--- config.mk ---
export PLATFORM = sky130hd
export DESIGN_NAME = matrix_vector_loader
export DESIGN_NICKNAME = d
export VERILOG_FILES = /design/src/rtl/matrix_vector_loader.sv
export SDC_FILE = /design/constraint.sdc
export NUM_CORES = 1
export LEC_CHECK = 0
export BUFFER_PORTS_ARGS = -buffer_cell sky130_fd_sc_hd__buf_2
export CAP_MARGIN = 20
export CORE_MARGIN = 2
export CORE_UTILIZATION = 49
export DETAILED_ROUTE_END_ITERATION = 8
export PLACE_DENSITY = 0.81
export SLEW_MARGIN = 20
export SYNTH_ARGS = -nofsm -noshare
export SYNTH_HDL_FRONTEND = slang
export SYNTH_SLANG_ARGS = --single-unit
--- constraint.sdc ---
create_clock -name clk -period 2.45 [get_ports clk]
set_input_delay 0.49 -clock clk [delete_from_list [all_inputs] [get_ports clk]]
set_output_delay 0.49 -clock clk [all_outputs]
set_load 0.02 [all_outputs]
--- src/rtl/matrix_vector_loader.sv ---
// Sequences a serial N x N matrix (row-major) plus an N-element vector into per-processor row FIFOs and the vector FIFO.
// Write strobes are combinational on accept (zero latency); the selected FIFO's full flag drops rx_ready and freezes all counters.
module matrix_vector_loader #(
    parameter int P     = 4,
    parameter int DW    = 8,
    parameter int NW    = 4,
    parameter int MAX_N = 8
) (
    input  logic          clk,
    input  logic          rst,
    input  logic          cfg_valid,
    input  logic [NW-1:0] cfg_n,
    input  logic          rx_valid,
    input  logic [DW-1:0] rx_data,
    output logic          rx_ready,
    input  logic [P-1:0]  row_full,
    input  logic          vec_full,
    output logic [P-1:0]  push_row,
    output logic          push_vec,
    output logic [DW-1:0] wr_data,
    output logic          start,
    output logic          busy,
    output logic          err_cfg
);

    localparam int TW = (P > 1) ? $clog2(P) : 1;

    typedef enum logic [1:0] {
        S_IDLE   = 2'd0,
        S_MATRIX = 2'd1,
        S_VECTOR = 2'd2,
        S_START  = 2'd3
    } state_t;

    state_t        state_q, state_d;
    logic [NW-1:0] n_q, n_d;
    logic [NW-1:0] col_q, col_d;
    logic [NW-1:0] row_q, row_d;
    logic [NW-1:0] vcnt_q, vcnt_d;
    logic [TW-1:0] tgt_q, tgt_d;
    logic          err_cfg_q, err_cfg_d;
    logic          acc;
    logic          cfg_ok;
    logic          last_col;

    assign cfg_ok   = (cfg_n != '0) && (cfg_n <= NW'(MAX_N));
    assign last_col = (col_q == n_q - 1'b1);

    always_comb begin
        rx_ready = 1'b0;
        case (state_q)
            S_MATRIX: rx_ready = ~row_full[tgt_q];
            S_VECTOR: rx_ready = ~vec_full;
            default:  rx_ready = 1'b0;
        endcase
    end

    assign acc      = rx_valid & rx_ready;
    assign wr_data  = rx_data;
    assign push_row = (acc && state_q == S_MATRIX) ? (P'(1) << tgt_q) : '0;
    assign push_vec = acc && (state_q == S_VECTOR);
    assign start    = (state_q == S_START);
    assign busy     = (state_q != S_IDLE);
    assign err_cfg  = err_cfg_q;

    always_comb begin
        state_d   = state_q;
        n_d       = n_q;
        col_d     = col_q;
        row_d     = row_q;
        vcnt_d    = vcnt_q;
        tgt_d     = tgt_q;
        err_cfg_d = 1'b0;
        case (state_q)
            S_IDLE: begin
                if (cfg_valid) begin
                    if (cfg_ok) begin
                        n_d     = cfg_n;
                        col_d   = '0;
                        row_d   = '0;
                        vcnt_d  = '0;
                        tgt_d   = '0;
                        state_d = S_MATRIX;
                    end else begin
                        err_cfg_d = 1'b1;
                    end
                end
            end
            S_MATRIX: begin
                if (acc) begin
                    if (last_col) begin
                        col_d = '0;
                        row_d = row_q + 1'b1;
                        tgt_d = (tgt_q == TW'(P - 1)) ? '0 : tgt_q + 1'b1;
                        if (row_q == n_q - 1'b1) begin
                            // Last matrix element: the vector phase starts from a clean target.
                            row_d   = '0;
                            tgt_d   = '0;
                            state_d = S_VECTOR;
                        end
                    end else begin
                        col_d = col_q + 1'b1;
                    end
                end
            end
            S_VECTOR: begin
                if (acc) begin
                    if (vcnt_q == n_q - 1'b1) begin
                        vcnt_d  = '0;
                        state_d = S_START;
                    end else begin
                        vcnt_d = vcnt_q + 1'b1;
                    end
                end
            end
            S_START: state_d = S_IDLE;
            default: state_d = S_IDLE;
        endcase
    end

    always_ff @(posedge clk or negedge rst) begin
        if (!rst) begin
            state_q   <= S_IDLE;
            n_q       <= '0;
            col_q     <= '0;
            row_q     <= '0;
            vcnt_q    <= '0;
            tgt_q     <= '0;
            err_cfg_q <= 1'b0;
        end else begin
            state_q   <= state_d;
            n_q       <= n_d;
            col_q     <= col_d;
            row_q     <= row_d;
            vcnt_q    <= vcnt_d;
            tgt_q     <= tgt_d;
            err_cfg_q <= err_cfg_d;
        end
    end

endmodule

==> reports/qor.txt, run 1 <==
die area: 3870 um^2
root buffer cell: clkbuf_4
per-cell routed wire length: 13.5 um
Synth async-reset ratio: 100%
ANT cells: 0
initial antenna violation count: 0
outcome: finished clean
Cells after Synth: 164
Crit. End Element: primary output
routed wl met3: 90 um
Mapped Nets: 197
synth warn: 0
Place WS: 89.0 ps
worst r2r src: state_q[0]$_DFFE_PN0P_
startpoint class of the critical path: flop
most frequent cells in the layout: dfrtp_1 (20), buf_2 (17), inv_1 (15), nand2_1 (15), buf_4 (14)
slowest CP cell: dfrtp_1
Area Overhead vs Synth: 16.7%
chip width: 62.2 um
setup slack after layout: 65.7 ps
sum of negative setup slack: 0 ps
post-synth cell types: 46
via count: 1215
# hold bufs at CTS: 0
RSZ-0062 raised after global routing: true
metal2 WL: 1600 um
max-slew violations: 0
Cell Area, Placed: 1810 um^2
Final #Nets: 225
Hold Path Class: primary input to async pin
Max-cap violations: 0
1st-pass router iterations: 4
leading area contributor after synthesis: dfrtp_1
WL final: 3200 um
Max Freq: 419 MHz
Reg clk slew, reported paths: 130 ps
synthesized area: 1660 um^2
Max IR drop VDD: 0.389 mV
first-pass GRT wire length: 5350 um
peak fanout along the critical path: 5
critical path type: flop to primary output
gpl congestion: 0.770
slew margin rel.: 62.4%
critical path required time: 1960 ps
Finished Cell Area: 1940 um^2
core area: 3280 um^2
# rows: 21
grt total ovfl: 0
die height: 62.2 um
Yosys top cell area share: 31.7%
Post-synth top flop: dfrtp_1
Final ANT Viol Nets: 0
top post-synthesis cells by area: dfrtp_1 (32%), ha_1 (9.0%), xnor2_1 (5.8%)
vias in the first global route: 1207
Power Density: 544 nW/um^2
Vias/cell: 5.13
Initial DRC Count: 70
post-synthesis sequential area ratio: 31.7%
Post-synth EDFFs: 0
pin count of the biggest net entering global routing: 22
Tot GR Track Use: 17.2%
Final Hold Fails: 0
CTS max path bufs: 2
Worst-Margin Slew: 548 ps
drc violations: 0
layout cells sized above 1: 33.0%
IO Count: 38
Initial Util: 50.6%
post-route minimum period: 2380 ps
clk_skew: 1.71 ps
DP HPWL: 2430 um
CP max stage delay: 400 ps
Clock Latency Late Sink: 320 ps
commonest non-fill, non-tap cell in the layout: dfrtp_1
Avg Cell Area, Syn: 10.1 um^2
CTS Buf Count: 3
Final setup viols: 0
CTS Sinks: 21
Lkg Pwr: 0.900 nW
CP Data Arrival Time: 1890 ps
H-tree levels: 1
Synth Register Bits: 21
top layer in use: met4
CP cell instances: buf_4 > ha_4 > nand2b_1 > o2bb2a_4 > a211oi_4 > and2_1 > buf_6
PortBufs: 21
CP startpoint: state_q[0]$_DFFE_PN0P_
CTS tree: done
sum of routed wire segments on met1: 1460 um
part of the cycle the worst path needs: 97.3%
[Yosys cell counts (2+ instances only)]
master and count:
a21boi_0 2, a21oi_1 3, and2_1 9, buf_4 8
dfrtp_1 21, ha_1 12, inv_1 16, mux2_2 3
mux2i_1 3, nand2_1 15, nand2b_1 6, nand3_1 4
nor2_1 3, nor3_4 2, o21ai_0 5, o21ai_1 7
o31ai_1 3, xnor2_1 11, xor2_1 4
[logic make-up (layout without fill, tap and decap cells)]
family	count (synthesis)	in the layout	synth area share, %
muxes	8	8	5.43
xor gates and xnor gates	18	18	11.9
adders and majority gates	12	12	9.04
DFF	21	21	31.7
AOI/OAI and AO/OA	30	30	14.5
buffers and inverters	26	53	8.21
and+or+nand+nor	49	49	19.2
[worst max-delay path: cells and delay by family, from the launching register on]
kind / cells / cell delay [ps]
buf+inv: 2 / 250
compound gates: 2 / 510
fa+ha+maj: 1 / 140
simple gates: 2 / 260
flops: 1 / 400
[routing by layer]
layer / track usage, % / up-vias
met5: 0 / -
met4: 8.06 / 0
met3: 1.99 / 10
met2: 29.1 / 16
met1: 22.2 / 584
li1: - / 605
[layout make-up]
cell class	count	area, um^2
flip-flops and latches	21	527
fillers	296	1350
multi-input cells	117	1050
clock inverters	1	5.00
inverters	16	60.1
clock buffers	3	22.5
repair buffers	33	213
well taps	46	57.6
[worst paths after layout]
path,end,slack [ps],depth (start not counted)
min,col_q[2]$_DFFE_PN0P_,120,1
max reg2reg,state_q[1]$_DFFE_PN0P_,130,8
min in group clk,err_cfg$_DFF_PN0_,440,2
max,push_row[1],70,7
max in group asynchronous,tgt_q[0]$_DFFE_PN0P_,1970,1
min reg2reg,row_q[0]$_DFFE_PN0P_,580,1
[registers in the layout (all words and copies together) (netlist names)]
signal   count
n_q          4
vcnt_q       4
row_q        4
col_q        4
tgt_q        2
state_q      2
err_cfg      1
[report_power, final]
group	total (mW)	switching [mW]	leakage (nW)	internal (mW)
clock network	0.180	0.118	0.0177	0.0612
logic	0.402	0.199	0.609	0.203
registers	0.472	0.0712	0.273	0.401
[repair_timing]
action / 4_1_cts / 5_1_grt
gates cloned: 0 / 0
gates resized for setup: 4 / 14
endpoints found under the setup margin: 5 / 6
setup buffers: 2 / 2
pin swaps: 1 / 5
[metrics by stage]
stage	util (%)	instances	total power, mW	hold WS [ps]
after floorplan	-	164	0.747	194
after global placement	55.0	229	0.809	480
after CTS	56.8	235	1.03	117
after global routing	59.0	237	1.13	126
after detailed placement	55.0	229	0.826	480
final	59.0	237	1.05	118
(Power assumes the default switching activity.)
==> run 2: changes to the inputs <==
--- a/config.mk
+++ b/config.mk
@@ -5,13 +5,14 @@
 export SDC_FILE = /design/constraint.sdc
 export NUM_CORES = 1
 export LEC_CHECK = 0
+export ABC_AREA = 1
 export BUFFER_PORTS_ARGS = -buffer_cell sky130_fd_sc_hd__buf_2
 export CAP_MARGIN = 20
 export CORE_MARGIN = 2
 export CORE_UTILIZATION = 49
 export DETAILED_ROUTE_END_ITERATION = 8
 export PLACE_DENSITY = 0.81
-export SLEW_MARGIN = 20
+export SLEW_MARGIN = 30
 export SYNTH_ARGS = -nofsm -noshare
 export SYNTH_HDL_FRONTEND = slang
 export SYNTH_SLANG_ARGS = --single-unit
==> run 2 against run 1 <==
  * Sequential share of layout area grew 0.64 points
  * Synthesized cell count grew 37%
  * Highest routed layer unchanged
  * Design area shrank 2.5%
  * Die area grew 4.2%
  * Count of clock-buffer cells in the layout grew 1
  * Total power grew 110%
  * Final cell count grew 22%
  * Hold slack gained 6.8 ps
  * Clock power shrank 6%
  * Global-route usage grew 0.48 points
==> reports/qor.txt, run 2 <==
outcome: finished clean
Final Hold Fails: 0 (unchanged)
per-cell routed wire length: 11.4 um (-16%)
Mapped Nets: 258 (+31%)
Final ANT Viol Nets: 0 (unchanged)
Post-synth top flop: dfrtp_1
Hold Path Class: primary input to async pin
Worst-Margin Slew: 482 ps (-66.1 ps)
via count: 1429 (+18%)
WL final: 3290 um (+2.8%)
Max Freq: 431 MHz (+2.7%)
Area Overhead vs Synth: 8.87%
Final #Nets: 277 (+23%)
DP HPWL: 2550 um (+4.8%)
part of the cycle the worst path needs: 94.7% (-2.6 points)
Synth async-reset ratio: 100% (unchanged)
grt total ovfl: 0 (unchanged)
die height: 63.5 um (+2.1%)
gpl congestion: 0.808 (+4.9%)
critical path type: flop to primary output
synthesized area: 1730 um^2 (+4.4%)
die area: 4030 um^2 (+4.2%)
PortBufs: 21 (unchanged)
placed cell count: 284 (+24%)
post-route minimum period: 2320 ps (-63.3 ps)
Cells after Synth: 225 (+37%)
post-synth cell types: 30 (-35%)
chip width: 63.5 um (+2.1%)
clock power share: 7.8% (-9.2 points)
Post-synth EDFFs: 0 (unchanged)
ANT cells: 0 (unchanged)
CTS max path bufs: 2 (unchanged)
Flop pwr share: 26.6% (-18 points)
critical path required time: 1960 ps (about the same)
commonest cells in the synthesized netlist: nand2_1 (60), dfrtp_1 (21), inv_1 (21), nor2_1 (21), nand3_1 (19)
layout cells sized above 1: 21.4% (-12 points)
CTS tree: done
clk_skew: 3.00 ps (+1.29 ps)
Reg clk slew, reported paths: 120 ps (about the same)
# rows: 21 (unchanged)
root buffer cell: clkbuf_4
startpoint class of the critical path: flop
Combinational Power Share: 65.6% (+27 points)
post-synthesis sequential area ratio: 30.3% (-1.3 points)
CP Data Arrival Time: 1830 ps (-60 ps)
initial antenna violation count: 0 (unchanged)
Power Density: 1160 nW/um^2 (+110%)
Max IR drop VDD: 0.637 mV (+64%)
# hold bufs at CTS: 0 (unchanged)
CTS Buf Count: 3 (unchanged)
Place WS: 243 ps (+154 ps)
Synth Register Bits: 21 (unchanged)
switching share of power: 52.7% (+16 points)
core area: 3360 um^2 (+2.4%)
Initial DRC Count: 60 (-14%)
first-pass GRT wire length: 5740 um (+7.3%)
H-tree levels: 1 (unchanged)
IO Count: 38 (unchanged)
Crit. End Element: primary output
Max-cap violations: 0 (unchanged)
setup slack after layout: 129 ps (+63.3 ps)
Clock Latency Late Sink: 300 ps (-20 ps)
drc violations: 0 (unchanged)
Avg Cell Area, Syn: 7.71 um^2 (-24%)
Lkg Pwr: 0.950 nW (+5.5%)
CTS Sinks: 21 (unchanged)
Finished Layout Cells: 289 (+22%)
peak fanout along the critical path: 7 (+2)
most frequent cells in the layout: nand2_1 (60), nor2_1 (21), dfrtp_1 (21), buf_2 (21), inv_1 (20)
Initial Util: 51.6% (+1.0 points)
1st-pass router iterations: 4 (unchanged)
top post-synthesis cells by area: dfrtp_1 (30%), nand2_1 (13%), ha_1 (8.7%)
vias in the first global route: 1343 (+11%)
leading area contributor after synthesis: dfrtp_1
top-count cell post-synth: nand2_1
synth warn: 0 (unchanged)
slew margin rel.: 67.9% (+5.5 points)
net load switching power: 1.15 mW (+200%)
Int Pwr: 1.03 mW (+56%)
Final setup viols: 0 (unchanged)
Tot GR Track Use: 17.7% (+0.48 points)
pin count of the biggest net entering global routing: 22 (unchanged)
Vias/cell: 4.94 (-3.5%)
commonest non-fill, non-tap cell in the layout: nand2_1
Yosys top cell area share: 30.3% (-1.3 points)
max-slew violations: 0 (unchanged)
==> run 2: cell count changes in the layout (fill, tap and decap cells not counted), moves of 10 or more <==
cell / delta
nand2_1: +45
nand3_1: +14
xnor2_1: -10
nor2_1: +18
buf_4: -12
==> run 2: final timing paths <==
| check | start | to | slack (ps) | depth (start not counted) |
|---|---|---|---|---|
| min | rst | col_q[3]$_DFFE_PN0P_ | 120 | 1 |
| min in group clk | cfg_valid | err_cfg$_DFF_PN0_ | 430 | 3 |
| max in group asynchronous | rst | vcnt_q[3]$_DFFE_PN0P_ | 2000 | 1 |
| min reg2reg | n_q[1]$_DFFE_PN0P_ | n_q[1]$_DFFE_PN0P_ | 570 | 2 |
| max | state_q[0]$_DFFE_PN0P_ | push_row[2] | 130 | 8 |
| max reg2reg | n_q[0]$_DFFE_PN0P_ | state_q[0]$_DFFE_PN0P_ | 410 | 12 |
==> run 2: logic make-up (layout without fill, tap and decap cells) <==
group                      Yosys count  in the layout  share of synthesized area, %
AOI/OAI and AO/OA                   15             15                          5.34
xor gates and xnor gates            13             13                          6.57
adders and majority gates           12             12                          8.66
buffers and inverters               33             51                          9.31
DFF                                 21             21                          30.3
and+or+nand+nor                    131            131                          39.8
==> run 2: timing repair <==
item,CTS,global route
resized for setup,3,1
cloned,0,0
buffers inserted,0,1
endpoints found under the setup margin,4,4
==> run 2: cell type report <==
| class | count | area (um^2) |
|---|---|---|
| flip-flops and latches | 21 | 526 |
| well taps | 46 | 57.6 |
| fillers | 341 | 1480 |
| repair buffers | 23 | 120 |
| inverters | 24 | 90.1 |
| clock buffers | 4 | 26.3 |
| multi-input cells | 171 | 1070 |
==> run 2: routing by layer <==
layer	vias to the layer above	wire length [um]	global-route usage, %
met1	649	1560	23.4
met2	27	1550	28.9
met3	2	148	2.14
met5	-	0	0
li1	751	-	-
met4	0	31	7.88
==> run 2: worst max-delay path: stages (launching register included) <==
cell      delay, ps
dfrtp_1         420
inv_2            90
ha_4            170
inv_1            70
or2_1           240
a21boi_2        170
nand3_2         110
nor2_1          100
buf_2           170
==> run 2: through the flow <==
step / power [mW] / util [%] / cell area (um^2) / setup TNS, ps / hold slack, ps
final: 2.19 / 56.1 / 1890 / 0 / 125
after floorplan: 1.75 / - / 1740 / 0 / 194
after global placement: 1.97 / 54.6 / 1840 / 0 / 479
after detailed placement: 2.00 / 54.6 / 1840 / 0 / 480
after global routing: 2.42 / 56.1 / 1890 / -8.20 / 138
after CTS: 2.20 / 55.8 / 1880 / 0 / 134
==> run 2: power groups by stage <==
stage / clock [mW] / combinational, mW / sequential (mW)
after detailed placement: 0 / 1.42 / 0.588
after floorplan: 0 / 1.19 / 0.562
after CTS: 0.178 / 1.44 / 0.585
after global placement: 0 / 1.38 / 0.588
final: 0.170 / 1.44 / 0.583
after global routing: 0.191 / 1.63 / 0.602
==> run 3: changes to the inputs <==
--- a/config.mk
+++ b/config.mk
@@ -11,6 +11,7 @@
 export CORE_MARGIN = 2
 export CORE_UTILIZATION = 49
 export DETAILED_ROUTE_END_ITERATION = 8
+export MAX_ROUTING_LAYER = met4
 export PLACE_DENSITY = 0.81
 export SLEW_MARGIN = 30
 export SYNTH_ARGS = -nofsm -noshare
==> run 3 against run 2 <==
  * Clock power barely moved
  * Maximum frequency barely moved
  * Worst setup slack barely moved
  * Final cell count did not move
  * Core utilization did not move
  * Count of clock-buffer cells in the layout did not move
  * Largest cell class unchanged
  * Clock skew fell by 0.62 ps
  * First-iteration DRC count fell by 3.3%
  * Critical path depth did not move
  * Sequential power barely moved
==> reports/qor.txt, run 3 (synthesized netlist as in run 2, its figures left out) <==
die height: 63.5 um (unchanged)
via count: 1427 (-0.14%)
Area Overhead vs Synth: 8.87% (unchanged)
Final ANT Viol Nets: 0 (unchanged)
ANT cells: 0 (unchanged)
Register Area: 526 um^2 (unchanged)
critical path type: flop to primary output
PortBufs: 21 (unchanged)
chip width: 63.5 um (unchanged)
slew margin rel.: 67.8% (-0.090 points)
Vias/cell: 4.94 (-0.14%)
Max Freq: 431 MHz (about the same)
cells on worst reg2reg path: 12 (unchanged)
H-tree levels: 1 (unchanged)
DP HPWL: 2550 um (unchanged)
post-route minimum period: 2320 ps (+0.352 ps)
post-layout total power: 2.19 mW (about the same)
core area: 3360 um^2 (unchanged)
Power Density: 1160 nW/um^2 (about the same)
Hold Slack: 126 ps (+0.612 ps)
CP Data Arrival Time: 1830 ps (about the same)
CTS Buf Count: 3 (unchanged)
Initial DRC Count: 58 (-3.3%)
Worst-Margin Slew: 484 ps (+1.35 ps)
R2R Path End: state_q[0]$_DFFE_PN0P_
WL final: 3310 um (+0.33%)
worst r2r src: n_q[0]$_DFFE_PN0P_
outcome: finished clean
vias in the first global route: 1344 (+0.074%)
Hold Path Class: primary input to async pin
most frequent cells in the layout: nand2_1 (60), nor2_1 (21), dfrtp_1 (21), buf_2 (21), inv_1 (20)
number of fill cells: 341 (unchanged)
gpl congestion: 0.820 (+1.5%)
peak fanout along the critical path: 7 (unchanged)
per-cell routed wire length: 11.4 um (+0.33%)
IO Count: 38 (unchanged)
# hold bufs at CTS: 0 (unchanged)
drc violations: 0 (unchanged)
max-slew violations: 0 (unchanged)
clk_skew: 2.38 ps (-0.620 ps)
initial antenna violation count: 0 (unchanged)
startpoint class of the critical path: flop
first-pass GRT wire length: 5730 um (-0.12%)
Max-cap violations: 0 (unchanged)
Final setup viols: 0 (unchanged)
Tot GR Track Use: 18.2% (+0.49 points)
multi-input logic area: 1070 um^2 (unchanged)
critical path required time: 1960 ps (about the same)
Initial Util: 51.6% (unchanged)
reg2reg setup slack: 410 ps (about the same)
grt total ovfl: 0 (unchanged)
Final #Nets: 277 (unchanged)
Crit. End Element: primary output
die area: 4030 um^2 (unchanged)
part of the cycle the worst path needs: 94.7% (about the same)
pin count of the biggest net entering global routing: 22 (unchanged)
# rows: 21 (unchanged)
Max IR drop VDD: 0.637 mV (about the same)
Lkg Pwr: 0.950 nW (unchanged)
CTS max path bufs: 2 (unchanged)
CTS tree: done
Final Hold Fails: 0 (unchanged)
Reg clk slew, reported paths: 120 ps (about the same)
Util after Layout: 56.1% (unchanged)
root buffer cell: clkbuf_4
1st-pass router iterations: 4 (unchanged)
sum of negative setup slack: 0 ps (unchanged)
commonest non-fill, non-tap cell in the layout: nand2_1
layout cells sized above 1: 21.4% (unchanged)
CTS Sinks: 21 (unchanged)
Clock Latency Late Sink: 300 ps (about the same)
[run 3: cell counts in the layout (fill, tap and decap cells not counted)]
Identical to the previous run, type by type.
[run 3: report_power, final]
group          switching, mW  leakage, nW  internal, mW
Combinational          0.916        0.659         0.521
Sequential             0.132        0.275         0.451
Clock                  0.107       0.0150        0.0635
[run 3: critical path, stage by stage (launching register included)]
cell and delay (ps):
dfrtp_1 420, inv_2 90, ha_4 170, inv_1 70, or2_1 240, a21boi_2 170, nand3_2 110, nor2_1 100
buf_2 170
[run 3: metrics by stage]
stage	worst slack (ps)	cells	cell area, um^2
detailed placement	243	284	1840
floorplan	158	225	1740
finish	129	289	1890
CTS	24.0	288	1880
global placement	342	284	1840
global route	-8.20	289	1890
[run 3: final cells by class]
type                       count  share of cell area (%)
clock buffer                   4                    1.39
inverter                      24                    4.77
multi-input combinational    171                    56.6
sequential                    21                    27.8
tap                           46                    3.05
timing repair buffer          23                    6.36
[run 3: routing by layer]
layer	GRT usage, %	up-vias	part of all wire [%]
met5	-	-	0
met4	7.88	0	0.42
met1	23.5	650	49
met3	1.96	2	3.4
met2	28.9	23	47
li1	-	752	-
[run 3: timing repair]
| item | in CTS | in global routing |
|---|---|---|
| buffers inserted | 0 | 1 |
| resized for setup | 3 | 1 |
| setup endpoints to repair | 4 | 4 |
[run 3: how the worst max path moves through the flow]
stage | startpoint | end | slack (ps) | cells after the start
4_1_cts | state_q[0]$_DFFE_PN0P_ | push_row[2] | 20 | 8
3_5_place_dp | state_q[0]$_DFFE_PN0P_ | push_row[2] | 240 | 8
5_1_grt | state_q[0]$_DFFE_PN0P_ | push_row[2] | -8 | 8
3_3_place_gp | state_q[0]$_DFFE_PN0P_ | push_row[3] | 340 | 8
2_1_floorplan | state_q[0]$_DFFE_PN0P_ | push_row[0] | 160 | 7
6_report | state_q[0]$_DFFE_PN0P_ | push_row[2] | 130 | 8
